`src/rtl/health_mux_scheduler.sv`:
```
`default_nettype none
// ============================================================================
// Module   : health_mux_scheduler
// Purpose  : Round-robin scheduler that time-shares one 4:1 health-signal mux
//            (i0..i3, E, s0, s1 -> y) between four sensor channels. A grant
//            drives the select lines, holds E for a settle interval, samples
//            y once, then drops E before any select change (break-before-make).
//            Consecutive fault samples (y=1) per channel are counted and
//            raise sticky alarms.
// Ports    : clk, rst           - clock, synchronous active-high reset
//            en                 - scheduler enable, honoured in IDLE only
//            req[3:0]           - level-sensitive per-channel sample request
//            mux_y              - mux output y
//            mux_s0/mux_s1/mux_e- mux select bits and enable
//            gnt[3:0]           - one-hot grant, 0 when idle
//            busy               - high whenever not IDLE
//            smp_valid          - one-cycle pulse marking a new sample
//            smp_ch/smp_bit     - channel and value of the last sample
//            alarm[3:0]         - sticky per-channel alarm
//            alarm_clr[3:0]     - per-channel alarm and fault-counter clear
// Options  : HEALTH_SCHED_FIXED_PRIORITY_EN - when defined, IDLE grants the
//            lowest-index requester instead of rotating.
// Revision : 1.0 - initial release
// ============================================================================
module health_mux_scheduler #(
    parameter int SETTLE_CYCLES = 2,
    parameter int ALARM_THRESH  = 3,
    parameter int CNT_W         = 4
) (
    input  logic       clk,
    input  logic       rst,
    input  logic       en,
    input  logic [3:0] req,
    input  logic       mux_y,
    output logic       mux_s0,
    output logic       mux_s1,
    output logic       mux_e,
    output logic [3:0] gnt,
    output logic       busy,
    output logic       smp_valid,
    output logic [1:0] smp_ch,
    output logic       smp_bit,
    output logic [3:0] alarm,
    input  logic [3:0] alarm_clr
);

    localparam logic [1:0] S_IDLE   = 2'd0;
    localparam logic [1:0] S_SETTLE = 2'd1;
    localparam logic [1:0] S_SAMPLE = 2'd2;

    localparam logic [CNT_W-1:0] c_settle_load = CNT_W'(SETTLE_CYCLES - 1);
    localparam logic [CNT_W-1:0] c_thresh      = CNT_W'(ALARM_THRESH);
    localparam logic [CNT_W-1:0] c_one         = CNT_W'(1);

    logic [1:0]       r_state;
    logic [1:0]       w_state_nxt;
    logic [CNT_W-1:0] r_settle_cnt;
    logic [1:0]       r_ch;
    logic [1:0]       r_ptr;
    logic             r_mux_e;
    logic [3:0]       r_gnt;
    logic             r_busy;
    logic             r_smp_valid;
    logic [1:0]       r_smp_ch;
    logic             r_smp_bit;
    logic [3:0]       w_alarm;

    logic             w_pick_vld;
    logic [1:0]       w_pick_ch;
    logic [1:0]       w_scan_idx;
    logic             w_start;
    logic             w_sample;

    // ------------------------------------------------------------------
    // Channel selection. The loop walks the scan order backwards so the
    // last overwrite is the first requester in priority order.
    // ------------------------------------------------------------------
    always_comb begin
        w_pick_vld = 1'b0;
        w_pick_ch  = 2'd0;
        w_scan_idx = 2'd0;
`ifdef HEALTH_SCHED_FIXED_PRIORITY_EN
        for (int k = 3; k >= 0; k--) begin
            w_scan_idx = 2'(k);
            if (req[w_scan_idx]) begin
                w_pick_vld = 1'b1;
                w_pick_ch  = w_scan_idx;
            end
        end
`else
        // Scan ptr+1, ptr+2, ptr+3, ptr (2-bit wrap gives the modulo).
        for (int k = 4; k >= 1; k--) begin
            w_scan_idx = r_ptr + 2'(k);
            if (req[w_scan_idx]) begin
                w_pick_vld = 1'b1;
                w_pick_ch  = w_scan_idx;
            end
        end
`endif
    end

    assign w_start  = (r_state == S_IDLE) && en && w_pick_vld;
    assign w_sample = (r_state == S_SAMPLE);

    // ------------------------------------------------------------------
    // Next-state logic
    // ------------------------------------------------------------------
    always_comb begin
        w_state_nxt = r_state;
        case (r_state)
            S_IDLE:   if (w_start) w_state_nxt = S_SETTLE;
            S_SETTLE: if (r_settle_cnt == '0) w_state_nxt = S_SAMPLE;
            S_SAMPLE: w_state_nxt = S_IDLE;
            default:  w_state_nxt = S_IDLE;
        endcase
    end

    // ------------------------------------------------------------------
    // State register and registered mux/sample outputs
    // ------------------------------------------------------------------
    always_ff @(posedge clk) begin
        if (rst) begin
            r_state      <= S_IDLE;
            r_settle_cnt <= '0;
            r_ch         <= 2'd0;
            r_ptr        <= 2'd3;    // ch0 wins the first arbitration
            r_mux_e      <= 1'b0;
            r_gnt        <= 4'b0000;
            r_busy       <= 1'b0;
            r_smp_valid  <= 1'b0;
            r_smp_ch     <= 2'd0;
            r_smp_bit    <= 1'b0;
        end else begin
            r_state     <= w_state_nxt;
            r_smp_valid <= 1'b0;

            if (w_start) begin
                r_ch         <= w_pick_ch;
                r_gnt        <= 4'b0001 << w_pick_ch;
                r_mux_e      <= 1'b1;
                r_busy       <= 1'b1;
                r_settle_cnt <= c_settle_load;
            end

            if ((r_state == S_SETTLE) && (r_settle_cnt != '0)) begin
                r_settle_cnt <= r_settle_cnt - c_one;
            end

            // Dropping E and the grant here, while the select is only
            // changed on the next start, gives the disabled gap cycle.
            if (w_sample) begin
                r_smp_valid <= 1'b1;
                r_smp_ch    <= r_ch;
                r_smp_bit   <= mux_y;
                r_ptr       <= r_ch;
                r_mux_e     <= 1'b0;
                r_gnt       <= 4'b0000;
                r_busy      <= 1'b0;
            end
        end
    end

    // ------------------------------------------------------------------
    // Per-channel fault counter and sticky alarm. An alarm being set wins
    // over a simultaneous clear, leaving the counter at threshold.
    // ------------------------------------------------------------------
    for (genvar i = 0; i < 4; i++) begin : g_chan
        logic [CNT_W-1:0] r_cnt;
        logic             r_alm;
        logic             w_hit;
        logic             w_set;
        logic [CNT_W-1:0] w_inc;

        assign w_hit = w_sample && (r_ch == 2'(i));
        assign w_inc = (r_cnt >= c_thresh) ? c_thresh : (r_cnt + c_one);
        assign w_set = w_hit && mux_y && (w_inc == c_thresh);

        always_ff @(posedge clk) begin
            if (rst) begin
                r_cnt <= '0;
                r_alm <= 1'b0;
            end else if (w_set) begin
                r_cnt <= c_thresh;
                r_alm <= 1'b1;
            end else if (alarm_clr[i]) begin
                r_cnt <= '0;
                r_alm <= 1'b0;
            end else if (w_hit) begin
                r_cnt <= mux_y ? w_inc : '0;
            end
        end

        assign w_alarm[i] = r_alm;
    end

    assign mux_s0    = r_ch[0];
    assign mux_s1    = r_ch[1];
    assign mux_e     = r_mux_e;
    assign gnt       = r_gnt;
    assign busy      = r_busy;
    assign smp_valid = r_smp_valid;
    assign smp_ch    = r_smp_ch;
    assign smp_bit   = r_smp_bit;
    assign alarm     = w_alarm;

endmodule
`default_nettype wire

```
`config.mk`:
```
export PLATFORM = sky130hd
export DESIGN_NAME = health_mux_scheduler
export DESIGN_NICKNAME = d
export VERILOG_FILES = /design/src/rtl/health_mux_scheduler.sv
export SDC_FILE = /design/constraint.sdc
export NUM_CORES = 1
export LEC_CHECK = 0
export ABC_AREA = 0
export BUFFER_PORTS_ARGS = -buffer_cell sky130_fd_sc_hd__buf_2
export CAP_MARGIN = 30
export CORE_ASPECT_RATIO = 1.5
export CORE_UTILIZATION = 49
export CTS_CLUSTER_DIAMETER = 100
export DETAILED_ROUTE_END_ITERATION = 10
export PLACE_DENSITY_LB_ADDON = 0.08
export SYNTH_ARGS = -nofsm -noshare
export SYNTH_HDL_FRONTEND = slang
export SYNTH_SLANG_ARGS = --single-unit
```
`constraint.sdc`:
```
create_clock -name clk -period 1.49 [get_ports clk]
set_input_delay 0.298 -clock clk [delete_from_list [all_inputs] [get_ports clk]]
set_output_delay 0.298 -clock clk [all_outputs]
set_load 0.02 [all_outputs]
```
== Yosys cells after proc, flatten, opt, wreduce, memory -nomap -nowiden ==
Index checks and enable logic that the tools add are counted.

* Eq/ne operators: 11
* $lt $le $gt $ge: 8
* Shift-type cells: 1
* Add/sub/neg operators: 8
* Reduce and logical (&&, ||, !) cells: 34
* Mux-type cells: 50

{| class="wikitable"
|+ Operators by type and width
! cell !! number
|-
| $mux W4 || 10
|-
| $mux W2 || 18
|-
| $mux W1 || 17
|-
| $add A4 B1 Y4 const B || 4
|-
| $eq A4 B2 Y1 const B || 4
|-
| $ge A4 B2 Y1 const B || 4
|-
| $logic_and A1 B1 Y1 || 15
|-
| $lt A2 B3 Y1 const B || 4
|-
| $reduce_bool A3 Y1 || 4
|-
| $reduce_or A3 Y1 || 4
|-
| $reduce_bool A2 Y1 || 5
|-
| $bmux W1 S2 || 4
|-
| $eq A2 B2 Y1 const B || 3
|-
| $add A2 B2 Y2 const B || 2
|-
| $eq A2 B1 Y1 const B || 2
|-
| $logic_not A2 Y1 || 2
|-
| $logic_not A4 Y1 || 1
|-
| $ne A2 B2 Y1 const B || 2
|-
| $pmux W2 S2 || 1
|-
| $reduce_bool A4 Y1 || 1
|-
| $shl A1 B2 Y4 const A || 1
|-
| $sub A4 B1 Y4 const B || 1
|-
| $add A2 B1 Y2 const B || 1
|-
| $reduce_and A2 Y1 || 1
|-
| $reduce_or A2 Y1 || 1
|}

* Register bits after elaboration: 39
* Output and inout port bits: 16
* Logic and storage cells: 133
* Input port bits: 12

== Depth between registers and ports, before layout ==
Gate-level depths: netlist (run 1).

* Depth after elaboration: 9
* Gate-level depth with buffers: 6
* Gate-level depth less buffers: 6

== Worst setup path before layout (run 1) ==
No wires, ideal clock.

* Kind: input port to flip-flop
* Start: input port req[0]
* End: register r_gnt[2] (netlist: gnt[2])
* Arrival: 1457 ps
* Setup time: 117 ps
* Slack: -84 ps
* Path buffers: 1
* Data required time: 1373 ps
* Stages on the path: 5
* Cells stage by stage: or4_1 and3_1 buf_6 and3_4 a32o_1

* Longest elaborated chain between the ends: 7

{| class="wikitable"
|+ Ends and longest elaborated chain
! element !! line !! RTL
|-
| start, declared || 33 || <nowiki>input logic [3:0] req,</nowiki>
|-
| $bmux W1 S2 || 94 || <nowiki>if (req[w_scan_idx]) begin</nowiki>
|-
| $mux W1 (not written as such) || 94 ||
|-
| $mux W2 or $mux W1 (tied branches) (4 in a row) || 94 ||
|-
| $shl A1 B2 Y4 or $logic_and A1 B1 Y1 (tied branches) || 139, 102 ||
|-
| end signal, assigned || 139 || <nowiki>r_gnt <= 4'b0001 << w_pick_ch;</nowiki>
|-
| end, declared || 61 || <nowiki>logic [3:0] r_gnt;</nowiki>
|}

Parallel ways exist; a longest one is shown, timed or not. The select of a mux whose other input is x is not followed.
A chain may end at the register's enable or synchronous reset.

== Final worst setup path (run 1) ==
* Start: register g_chan[0].r_cnt[0]
* End: register g_chan[0].r_cnt[0]

* Longest elaborated chain between the ends: 6

{| class="wikitable"
|+ Ends and longest elaborated chain
! element !! line !! RTL
|-
| start, declared || 168 || <nowiki>logic [CNT_W-1:0] r_cnt;</nowiki>
|-
| start signal, assigned || 183 || <nowiki>r_cnt <= c_thresh;</nowiki>
|-
| start signal, assigned || 189 || <nowiki>r_cnt <= mux_y ? w_inc : '0;</nowiki>
|-
| $add A4 B1 Y4 or $ge A4 B2 Y1 (tied branches) || 175 || <nowiki>assign w_inc = (r_cnt >= c_thresh) ? c_thresh : (r_cnt + c_one);</nowiki>
|-
| $mux W4 * || 175 ||
|-
| $mux W4 || 189 ||
|-
| $mux W2 || 188 || <nowiki>end else if (w_hit) begin</nowiki>
|-
| $mux W2 || 185 || <nowiki>end else if (alarm_clr[i]) begin</nowiki>
|-
| $mux W2 || 182 || <nowiki>end else if (w_set) begin</nowiki>
|}

Every way passes the cells marked *; elsewhere a longest branch is shown, timed or not. The select of a mux whose other input is x is not followed.

==> results of run 1 <==
[final timing paths]
path	endpoint	slack, ns
setup / recovery	g_chan[0].r_cnt[0]	0.07
hold / removal	smp_bit	0.30
setup reg to reg	g_chan[0].r_cnt[0]	0.07
hold reg to reg	smp_ch[1]	0.46
[layer usage]
| layer | global-route usage (%) | up-vias | part of all wire (%) |
|---|---|---|---|
| li1 | - | 762 | - |
| met1 | 21.0 | 725 | 40 |
| met2 | 42.5 | 39 | 55 |
| met3 | 6.26 | 5 | 3.7 |
| met5 | 0 | - | 0 |
| met4 | 10.5 | 0 | 1.6 |
[cell usage in the layout (no fill, tap or decap), types with 8 or more instances in the layout]
master / netlist / final
a21oi_1: 18 / 17
a32o_1: 8 / 8
buf_2: 0 / 27
buf_4: 5 / 14
dfxtp_1: 39 / 38
nand2_1: 20 / 19
nor2_1: 13 / 13
o21ai_0: 10 / 10
[flip-flops by register name, indices dropped and copies added (netlist names)]
name,flops
r_state,2
r_settle_cnt,4
g_chan.r_cnt,16
r_ptr,2
busy,1
gnt,4
smp_bit,1
smp_valid,1
r_ch,2
g_chan.r_alm,4
smp_ch,2
[final cells by class]
type / count / area [µm²]
Inverter: 8 / 30.0
Clock buffer: 7 / 76.3
Timing Repair Buffer: 41 / 240
Sequential cell: 39 / 782
Tap cell: 42 / 52.6
Fill cell: 318 / 1330
Multi-Input combinational cell: 138 / 867
Clock inverter: 1 / 5.00
[worst max-delay path, stage by stage (launching register included)]
cell and delay (ns):
dfxtp_1 0.34, ha_1 0.21, or3_1 0.36, a21oi_1 0.13, nand2b_1 0.15, a311oi_1 0.10
[cells by family (layout without fill, tap and decap cells)]
logic type | Yosys count | after routing | synth area share (%)
XOR/XNOR | 2 | 2 | 1.01
buffers and inverters | 18 | 57 | 5.43
multiplexers | 1 | 1 | 0.580
AND/OR/NAND/NOR | 79 | 79 | 24.2
flip-flops | 39 | 39 | 45.2
AO/OA/AOI/OAI | 50 | 50 | 19.2
adder cells (fa/ha/maj) | 6 | 6 | 4.35
[report_power, final]
part           switching, mW  leakage (nW)  internal [mW]
registers             0.0346         0.317           1.08
clock network          0.348        0.0422          0.328
logic                  0.171         0.536          0.136
total                  0.555         0.895           1.54
[per-stage QoR]
step | power, mW | util (%) | hold WS (ns) | setup TNS (ns)
after floorplan | 1.31 | - | 0.431 | -0.108
final | 2.09 | 60.7 | 0.297 | 0
after CTS | 2.10 | 60.2 | 0.295 | 0
after global placement | 1.41 | 57.8 | 0.445 | -0.546
after global routing | 2.18 | 60.7 | 0.323 | -0.168
after detailed placement | 1.43 | 57.8 | 0.447 | -0.860
[what timing repair did]
| item | in CTS | in global routing |
|---|---|---|
| hold buffers | 0 | 0 |
| gates resized for setup | 0 | 6 |
| endpoints found under the setup margin | 0 | 10 |
| buffers inserted | 0 | 0 |
==> results.yml, run 1 <==
routing:
  avgViaCountPerCell: 5.55
  wl_um: 3810
  ant_nets: 0
  post-route-drc-count: 0
  avgRoutedWirePerCell_um: 13.8
  drt-initial-drc-count: 28
  dr.pass1.iters: 4
  num_vias: 1531
synthesis:
  synth.most_common_cell: "dfxtp_1"
  syn_area_um2: 1730
  async_flop_share_pct: 0
  avgSynthCellArea_um2: 8.85
  synth-seq-cells: 39
  synthTopCellsByCount: "dfxtp_1 (39), nand2_1 (20), a21oi_1 (18)"
  synth_cells: 195
  yosys.cell_types.count: 37
  yosysSeqAreaShare_pct: 45.2
  synthFlopType: "dfxtp_1"
  synth_nets: 213
  synth_edf_count: 0
  yosysTopAreaCell: "dfxtp_1"
  yosysTopAreaCellShare_pct: 45.2
  yosys_warnings: 0
  synthTopCellsByArea: "dfxtp_1 (45%), a21oi_1 (5.2%), a32o_1 (4.6%)"
sta:
  setup_viol: 0
  clock_skew_ns: 0.00511
  slew_viol_final: 0
  finalWorstSetupSlack_ns: 0.0676
  period_share_pct: 95.5
  hold_viol: 0
  min_period_ns: 1.42
  rsz0062_at_grt: "true"
  relSlewSlack_pct: 66.3
  max_freq_mhz: 703
  tightest_slew_ns: 0.502
global_route:
  antenna_found_initial: 0
  gr-total-overflow: 0
  grt_pass1_vias: 1478
  grt_pass1_wl_um: 6180
  grt_usage_pct: 22.0
  grt_max_degree: 13
floorplan:
  start_util_pct: 51.0
  die_x_um: 50.5
  die-area_um2: 3770
  ios: 28
  coreArea_um2: 3380
  row_count: 26
  die_h_um: 74.7
power_and_ir_drop:
  power_density_nw_per_um2: 1020
  peakVddDrop_uv: 671
  leakagePower_nw: 0.895
worst_setup_path:
  end_kind: "flip-flop"
  startpoint_type: "flip-flop"
  critical_path_class: "reg2reg"
  worstPathMaxFanout: 4
  worstSetupStartpoint: "g_chan[0].r_cnt[0]"
  arrival_ns: 1.59
  r2r_cells: 5
  r2r-start: "g_chan[0].r_cnt[0]"
  cp.required_ns: 1.66
status:
  status: "finished, final reports clean"
final_layout:
  final_cells: 276
  final_layout_size_suffix_gt1_share_pct: 23.5
  area_delta_synth_final_pct: 18.9
  nets: 251
  diodes: 0
  fin_area_um2: 2050
placement:
  place_ws_ns: -0.110
  io_buffers: 27
  dp_hpwl_um: 2830
  postPlaceCellArea_um2: 1960
  gp_congestion: 0.851
  dpl.cell_count: 268
worst_hold_path:
  hold_path.class: "in2reg"
  min_from: "mux_y"
  min_path_cells: 3
clocking:
  cts_root_buffer: "clkbuf_8"
  clock-sinks: 39
  cts_tree: "built"
  h-tree-depth: 2
  clkTransAtPathRegs_ns: 0.07
  clk_latency_ns: 0.29
  cts_buffers: 5
  cts_buffer_depth: 2
job:
  maxCapViolations: 0
No activity file was read; power rests on OpenSTA's default activity.
==> run 2: changes to the inputs <==
GPL_TIMING_DRIVEN = 0   (was default)
REMOVE_ABC_BUFFERS = 1   (was default)
==> results.yml, run 2 (same netlist as run 1, synthesis figures left out) <==
status:
  status: "finished, violations left"
  violations: "negative setup slack"
power_and_ir_drop:
  peakVddDrop_uv: 804
  power_density_nw_per_um2: 1080
  leakagePower_nw: 0.848
sta:
  tightest_slew_ns: 0.561
  relSlewSlack_pct: 62.6
  max_freq_mhz: 663
  hold_viol: 0
  finalHoldWorstSlack_ns: 0.300
  setup_viol: 1
  min_period_ns: 1.51
  finalWorstSetupSlack_ns: -0.0182
  rsz0062_at_grt: "true"
  slew_viol_final: 0
  period_share_pct: 101
  clock_skew_ns: 0.00262
clocking:
  cts_setup_buffers: 0
  cts_root_buffer: "clkbuf_8"
  h-tree-depth: 2
  clk_latency_ns: 0.29
  cts_tree: "built"
  clock-sinks: 39
  cts_buffers: 5
  clkTransAtPathRegs_ns: 0.07
  cts_buffer_depth: 2
final_layout:
  final_cells: 262
  final_cell_mix: "dfxtp_1 (38), buf_2 (27), nand2_1 (19)"
  diodes: 0
  nFillCells: 325
  top_register: "g_chan.r_cnt"
  final_common_cell: "dfxtp_1"
  final_layout_size_suffix_gt1_share_pct: 20.9
  largest_reg_flops: 16
  area_delta_synth_final_pct: 15.2
  nets: 237
worst_setup_path:
  arrival_ns: 1.72
  reg2reg_to: "g_chan[1].r_alm"
  worstSetupStartpoint: "r_ch[0]"
  worstPathMaxFanout: 6
  r2r_slack_ns: -0.02
  cp.required_ns: 1.70
  r2r-start: "r_ch[0]"
  r2r_cells: 4
  end_kind: "flip-flop"
  critical_path_class: "reg2reg"
  startpoint_type: "flip-flop"
  critPathCapture: "g_chan[1].r_alm"
global_route:
  grt_pass1_wl_um: 5700
  grt_usage_pct: 20.0
  antenna_found_initial: 0
  grt_max_degree: 32
  gr-total-overflow: 0
  grt_pass1_vias: 1403
floorplan:
  start_util_pct: 51.0
  coreArea_um2: 3380
  die-area_um2: 3770
  ios: 28
  die_h_um: 74.7
  row_count: 26
  die_x_um: 50.5
job:
  maxCapViolations: 0
routing:
  post-route-drc-count: 0
  avgViaCountPerCell: 5.52
  ant_nets: 0
  wl_um: 3500
  drt-initial-drc-count: 26
  avgRoutedWirePerCell_um: 13.3
  dr.pass1.iters: 3
  num_vias: 1445
placement:
  dpl.cell_count: 254
  place_ws_ns: -0.275
  dp_hpwl_um: 2550
  io_buffers: 27
  gp_congestion: 0.800
worst_hold_path:
  hold_path.class: "in2reg"
==> run 2: where the power goes <==
group	switching, mW	internal, mW
clock	0.351	0.422
combinational	0.162	0.107
sequential	0.0363	1.08
total	0.550	1.61
==> run 2: critical path, cell delays in order, from the launching register on <==
cell	delay [ns]
dfxtp_1	0.43
nor2b_1	0.39
nor2b_1	0.29
o21ai_0	0.16
a21oi_1	0.17
==> run 2: metal layers <==
| metal | vias up | track usage (%) | wire length, µm |
|---|---|---|---|
| met5 | - | 0 | 0 |
| met4 | 0 | 8.64 | 60 |
| met3 | 6 | 5.45 | 117 |
| met2 | 22 | 37.3 | 1830 |
| met1 | 684 | 20.8 | 1490 |
| li1 | 733 | - | - |
==> run 2: how the worst min path moves through the flow <==
stage / cells after the start / to / from / slack (ns)
final: 3 / smp_bit / mux_y / 0.30
after CTS: 3 / smp_bit / mux_y / 0.29
after floorplan: 1 / g_chan[0].r_alm / rst / 0.37
after global routing: 3 / smp_bit / mux_y / 0.30
after detailed placement: 1 / g_chan[3].r_cnt[3] / g_chan[3].r_cnt[3] / 0.45
after global placement: 2 / smp_ch[1] / smp_ch[1] / 0.44
==> run 2: final cells by class <==
| cell class | count | area (µm²) | share of cell area (%) |
|---|---|---|---|
| clock buffers | 8 | 100 | 5.03 |
| flip-flops and latches | 39 | 782 | 39.3 |
| multi-input cells | 138 | 890 | 44.7 |
| repair buffers | 27 | 135 | 6.79 |
| well taps | 42 | 52.6 | 2.64 |
| inverters | 8 | 30.0 | 1.51 |
==> run 2: per-stage QoR <==
step	setup TNS, ns	utilization, %	power (mW)	cell area [µm²]
after detailed placement	-1.72	54.7	1.38	1850
final	-0.0182	58.8	2.16	1990
after floorplan	-0.0781	-	1.29	1660
after global placement	-1.55	54.7	1.37	1850
after CTS	0	58.1	2.15	1960
after global routing	-0.677	58.8	2.25	1990
==> run 2: what timing repair did <==
item | CTS | global route
hold buffers | 0 | 0
gates resized for setup | 3 | 8
gates cloned | 0 | 0
endpoints found under the setup margin | 4 | 20
